## src/rtl/idli_io_ctrl_m.sv

```systemverilog
// Arbiter/sequencer for the shared nibble-serial IO register: 4-beat transfers, read phase alignment.
// Optional build macro IDLI_IO_CTRL_FAIR_EN selects round-robin arbitration; otherwise A has fixed priority.
module idli_io_ctrl_m (
  input  logic       i_ctrl_gck,
  input  logic       i_ctrl_rst_n,
  input  logic       i_a_req,
  input  logic       i_a_wr,
  input  logic [3:0] i_a_data,
  output logic       o_a_gnt,
  output logic [3:0] o_a_data,
  input  logic       i_b_req,
  input  logic       i_b_wr,
  input  logic [3:0] i_b_data,
  output logic       o_b_gnt,
  output logic [3:0] o_b_data,
  output logic       o_reg_wr_en,
  output logic [3:0] o_reg_data,
  input  logic [3:0] i_reg_data
);

  typedef enum logic [1:0] {
    ST_IDLE  = 2'd0,
    ST_ALIGN = 2'd1,
    ST_XFER  = 2'd2
  } state_e;

  state_e     state_q, state_d;
  logic [1:0] beat_q, beat_d;
  logic [1:0] ph_q, ph_d;
  logic       owner_q, owner_d;   // 0 = A, 1 = B
  logic       wr_q, wr_d;

  logic xfer;
  logic wr_beat;
  logic can_select;
  logic sel_valid;
  logic sel_b;
  logic sel_wr;
  logic owner_req;

  assign xfer    = (state_q == ST_XFER);
  assign wr_beat = xfer & wr_q;

  // A write beat re-aligns the phase to the beat index; everything else rotates.
  assign ph_d = wr_beat ? (beat_q + 2'd1) : (ph_q + 2'd1);

  assign can_select = (state_q == ST_IDLE) | (xfer & (beat_q == 2'd3));
  assign sel_valid  = i_a_req | i_b_req;
  assign owner_req  = owner_q ? i_b_req : i_a_req;
  assign sel_wr     = sel_b ? i_b_wr : i_a_wr;

`ifdef IDLI_IO_CTRL_FAIR_EN
  logic rr_q, rr_d;   // 0 = A preferred on conflict, 1 = B preferred

  assign sel_b = i_b_req & (~i_a_req | rr_q);
  assign rr_d  = (can_select & sel_valid) ? ~sel_b : rr_q;

  always_ff @(posedge i_ctrl_gck or negedge i_ctrl_rst_n) begin
    if (!i_ctrl_rst_n) begin
      rr_q <= 1'b0;
    end else begin
      rr_q <= rr_d;
    end
  end
`else
  assign sel_b = i_b_req & ~i_a_req;
`endif

  always_comb begin
    state_d = state_q;
    beat_d  = beat_q;
    owner_d = owner_q;
    wr_d    = wr_q;
    case (state_q)
      ST_ALIGN: begin
        if (!owner_req) begin
          state_d = ST_IDLE;
        end else if (ph_d == 2'd0) begin
          state_d = ST_XFER;
          beat_d  = 2'd0;
        end
      end
      ST_XFER: begin
        beat_d = beat_q + 2'd1;
        if (beat_q == 2'd3) begin
          state_d = ST_IDLE;
        end
      end
      default: begin
        state_d = ST_IDLE;
      end
    endcase
    // Selection overrides the default path so transfers chain without a bubble.
    if (can_select && sel_valid) begin
      owner_d = sel_b;
      wr_d    = sel_wr;
      beat_d  = 2'd0;
      state_d = (sel_wr || (ph_d == 2'd0)) ? ST_XFER : ST_ALIGN;
    end
  end

  always_ff @(posedge i_ctrl_gck or negedge i_ctrl_rst_n) begin
    if (!i_ctrl_rst_n) begin
      state_q <= ST_IDLE;
      beat_q  <= 2'd0;
      ph_q    <= 2'd0;
      owner_q <= 1'b0;
      wr_q    <= 1'b0;
    end else begin
      state_q <= state_d;
      beat_q  <= beat_d;
      ph_q    <= ph_d;
      owner_q <= owner_d;
      wr_q    <= wr_d;
    end
  end

  assign o_a_gnt     = xfer & ~owner_q;
  assign o_b_gnt     = xfer & owner_q;
  assign o_reg_wr_en = wr_beat;
  assign o_reg_data  = wr_beat ? (owner_q ? i_b_data : i_a_data) : 4'd0;
  assign o_a_data    = (o_a_gnt & ~wr_q) ? i_reg_data : 4'd0;
  assign o_b_data    = (o_b_gnt & ~wr_q) ? i_reg_data : 4'd0;

endmodule

```

## config.mk

```make
export PLATFORM = sky130hd
export DESIGN_NAME = idli_io_ctrl_m
export DESIGN_NICKNAME = d
export VERILOG_FILES = /design/src/rtl/idli_io_ctrl_m.sv
export SDC_FILE = /design/constraint.sdc
export NUM_CORES = 1
export LEC_CHECK = 0
export CORE_MARGIN = 4
export CORE_UTILIZATION = 40
export DETAILED_ROUTE_END_ITERATION = 10
export GPL_TIMING_DRIVEN = 0
export PLACE_DENSITY = 0.79
export SETUP_SLACK_MARGIN = 0.02
export SYNTH_ARGS = -nofsm -noshare
export SYNTH_HDL_FRONTEND = slang
export SYNTH_SLANG_ARGS = --single-unit
```

## constraint.sdc

```tcl
create_clock -name i_ctrl_gck -period 4.9 [get_ports i_ctrl_gck]
set_clock_uncertainty 0.1 [all_clocks]
set_input_delay 0.49 -clock i_ctrl_gck [delete_from_list [all_inputs] [get_ports i_ctrl_gck]]
set_output_delay 0.49 -clock i_ctrl_gck [all_outputs]
set_load 0.02 [all_outputs]
```

# [Word level (Yosys, flattened, before mapping)]
# Cells that the tools add are included.
[word_totals] mem_bits_ro=0 out_inout_bits=15 word_cells=50 in_bits=18 mem_count=0 register_bits=8 latchBits=0 ramBits=0
[op_classes] add_sub_neg=2 n_mul=0 mux=17 bitwise_logic=12 div_mod_pow=0 eq_ne=7 magnitude_cmp=0 shift=0 n_reduce_logical=7
[op_table] op="2-bit 2-to-1 mux" n=9
[op_table] op="4-bit 2-to-1 mux" n=4
[op_table] op="2-bit case mux with 2 select lines" n=2
[op_table] op="1-bit AND" n=7
[op_table] op="3-bit != test (second input constant)" n=2
[op_table] op="2-bit by 1-bit adder with 2-bit output (second input constant)" n=2
[op_table] op="2-bit == test (second input constant)" n=2
[op_table] op="2-bit zero test" n=2
[op_table] op="4-bit != test (second input constant)" n=1
[op_table] op="3-bit by 1-bit != test with 1-bit output (second input constant)" n=1
[op_table] op="1-bit inverter" n=3
[op_table] op="3-bit AND reduction" n=1
[op_table] op="3-bit nonzero test" n=1
[op_table] op="2-bit by 1-bit == test with 1-bit output (second input constant)" n=1
[op_table] op="1-bit 2-to-1 mux" n=2
[op_table] op="1-bit bitwise OR" n=2
[op_table] op="2-bit AND reduction" n=1
[op_table] op="1-bit logical AND" n=1
[op_table] op="1-bit logical OR" n=1

# [Depth between registers and ports, before layout]
[depth] word_depth=8 ltp_mapped=6 depth_no_buf=6

# [Worst setup path before layout]
# OpenSTA, ideal clock, no wires.
[synth_path] path_kind="reg2out" start="register state_q[0]" end="output port o_b_data[0]" slack_ns=3.149 stages_incl_launch_ff=5 n_path_buf=0 arrival_ns=1.161 path_cell_list="dfrtp_1 inv_1 ha_1 nand2_1 nor2_1"
[synth_via] elab_chain_cells=4
[synth_lines] item="from (decl)" line_no="27" source="state_e state_q, state_d;"
[synth_lines] item="from (signal assigned)" line_no="110" source="state_q <= state_d;"
[synth_lines] item="2-bit == test" line_no="41" source="assign xfer = (state_q == ST_XFER);"
[synth_lines] item="1-bit AND" line_no="119" source="assign o_b_gnt = xfer & owner_q;"
[synth_lines] item="1-bit AND" line_no="123" source="assign o_b_data = (o_b_gnt & ~wr_q) ? i_reg_data : 4'd0;"
[synth_lines] item="4-bit 2-to-1 mux" line_no="123"
[synth_lines] item="to (decl)" line_no="15" source="output logic [3:0] o_b_data,"
# No other way between the ends.

# [Worst setup path in the final report]
[layout_path] start="register state_q[0]" end="output port o_b_data[2]"
# The elaborated chain is that of the path after synthesis.

==> out/metrics.cfg <==
[die]
pin_count=33
coreArea_um2=1560
fp.dieH_um=49.2
initial_core_util=0.435
die_w_um=49.2
rows=14
die-area_um2=2420

[route]
drc=0
routedWlPerCell_um=13.4
firstDrtPassIters=4
drtIter0Drc=4
vias=659
viasPerCell=5.15
ant_nets=0
wl_um=1710

[timing]
worst_pin_slew_ns=0.481
timing_hold_violations_final=0
fin_crit_sh=0.533
slew_headroom=0.676
setup_tns_ns=0
period_needed_ns=2.61
fmax_ghz=0.383
slew_violations=0
fin_ws_ns=2.29
grt_setup_unrepaired=false
setup_violations=0

[power_and_ir_drop]
p_switching_mw=0.275
combPwrFrac=0.721
clockPowerShare=0.088
p_leak_nw=0.447
p_int_mw=0.327
cellPowerDensity_nw_per_um2=578
ir_worst_vdd_v=0.000348
swShare=0.457
seq_power_share=0.190

[job]
cap_violations=0

[layout]
nets=137
postLayoutCoreUtil=0.668
drive_gt1_frac=0.0804
mostFrequentLayoutCells=clkdlybuf4s50_1 (32), nor2_1 (13), dfrtp_1 (8)
n_antenna_cell=0
layout_commonest_cell=clkdlybuf4s50_1
area_growth_syn_to_layout_pct=53.5

[setup_path]
ff2ff_path_depth=6
r2r_slack_ns=3.00
arrival_ns=2.02
path_max_fanout=8
worstReg2RegStart=state_q[0]$_DFFE_PN0P_
timing.rr.end=beat_q[1]$_DFFE_PN0P_
cp.required_ns=4.31
critPathLaunchType=register
crit_type=reg2out
worst_setup_path_end_kind=output pin

[placement]
gp_congestion=0.832
dp_hpwl_um=1420
dp_worst_setup_slack_ns=2.57
portBuffers=32

[synthesis]
synth.cell_area_um2=678
synth_top_family_by_area=simple AND/OR/NAND/NOR gates
yosysTopAreaCell=dfrtp_1
synthMuxAreaShare=0.105
synth_seq_cells=8
synth_fp_nets=100
ys_types=30
synth_compound_area_frac=0.192
yosys-top-cells-area=dfrtp_1 (30%), ha_1 (9.2%), mux2i_1 (8.9%)
synth_adder_area_share=0.0923
synth_seq_area_share=0.295
avgSynthCellArea_um2=8.81
synth_xor_area_frac=0.0129
syn-instance-count=77
synthDominantCellAreaShare=0.295
yosys.area_share.simple=0.247
synth_warnings=0

[cts]
ctsHoldBuffers=0
clkTransAtPathRegs_ns=0.06
htree_num_levels=1
cts_tree=built
clk_latency_ns=0.27
cts_setup_buffers=0
cts_num_sinks=8
cts_root_buf=clkbuf_4
cts_resized=0
cts_made_buffers=3
clockBufferDepth=2

[grt]
grt_first_pass_wirelength_um=2720
antenna_found_initial=0
grt_overflow=0
grtUsageTotal=0.148
first_global_vias=617
grt_max_degree=11

[hold_path]
hold_path_class=in2async

[status]
status=finished, final reports clean

-- through the flow --
stage	hold slack [ns]	instances	area [um2]	power, mW
finish	0.404	128	1040	0.602
global route	0.423	128	1040	0.648
CTS	0.408	128	1040	0.606
detailed placement	0.437	125	1020	0.551
global placement	0.422	125	1020	0.539
floorplan	0.0944	77	678	0.426
-- power by group through the flow --
| stage | Sequential, mW | Clock (mW) | Combinational, mW |
|---|---|---|---|
| floorplan | 0.112 | 0 | 0.314 |
| global placement | 0.115 | 0 | 0.424 |
| detailed placement | 0.116 | 0 | 0.435 |
| CTS | 0.115 | 0.0543 | 0.437 |
| global route | 0.120 | 0.0573 | 0.472 |
| finish | 0.115 | 0.0533 | 0.434 |
-- synthesized netlist by cell type --
| cell | count |
|---|---|
| nor2b_1 | 2 |
| dfrtp_1 | 8 |
| nand2_1 | 5 |
| mux2i_1 | 6 |
| o311a_1 | 1 |
| nor2_1 | 13 |
| xnor2_1 | 1 |
| o21ai_0 | 2 |
| a21oi_1 | 2 |
| o31ai_1 | 1 |
| nor3b_1 | 1 |
| a21boi_1 | 1 |
| o21ai_1 | 1 |
| o32ai_4 | 1 |
| buf_4 | 1 |
| o221ai_2 | 1 |
| nand3_1 | 2 |
| a21o_1 | 1 |
| a211o_1 | 1 |
| nand2b_1 | 6 |
| nand3b_1 | 1 |
| mux2_2 | 1 |
| inv_1 | 5 |
| and3_1 | 1 |
| a31oi_1 | 1 |
| nor2_2 | 1 |
| o21a_1 | 2 |
| ha_1 | 5 |
| buf_6 | 1 |
| and2_1 | 2 |
-- metal layers --
layer  up-vias  GRT usage  part of all wire
met1       294      0.161              0.40
met3         5     0.0336             0.062
met2        22      0.252              0.51
met4         0     0.0995             0.026
met5         -          0                 0
li1        338          -                 -
-- critical path, cell delays in order, from the launching register on --
cell and delay, ns:
dfrtp_1 0.39, inv_1 0.12, ha_1 0.32, nand2_1 0.18, nor2_1 0.14, clkdlybuf4s50_1 0.61
-- area by class of cell --
cell class	instances	area, um2
Buffer	2	18.8
Clock buffer	3	22.5
Inverter	5	18.8
Multi-Input combinational cell	62	440
Timing Repair Buffer	32	320
Sequential cell	8	200
Fill cell	129	518
Tap cell	16	20.0
-- flip-flops by register name, summed over array words and instances (netlist names) --
signal   cells
beat_q       2
owner_q      1
ph_q         2
state_q      2
wr_q         1
-- cell families (layout without fill, tap and decap cells) --
| kind of cell | after synthesis | count (layout) |
|---|---|---|
| xor gates and xnor gates | 1 | 1 |
| adders and majority gates | 5 | 5 |
| AOI/OAI and AO/OA | 15 | 15 |
| DFF | 8 | 8 |
| muxes | 7 | 7 |
| buffers and inverters | 7 | 42 |
| and+or+nand+nor | 34 | 34 |
-- worst max path at each step --
stage / slack [ns] / start / cells after the start / end
4_1_cts: 2.28 / state_q[0]$_DFFE_PN0P_ / 5 / o_a_data[3]
2_1_floorplan: 3.15 / state_q[0]$_DFFE_PN0P_ / 4 / o_b_data[0]
3_5_place_dp: 2.57 / i_reg_data[3] / 4 / o_a_data[3]
5_1_grt: 2.16 / state_q[0]$_DFFE_PN0P_ / 5 / o_b_data[2]
6_report: 2.29 / state_q[0]$_DFFE_PN0P_ / 5 / o_b_data[2]
3_3_place_gp: 2.59 / i_reg_data[1] / 4 / o_a_data[1]
(Power assumes the default switching activity.)
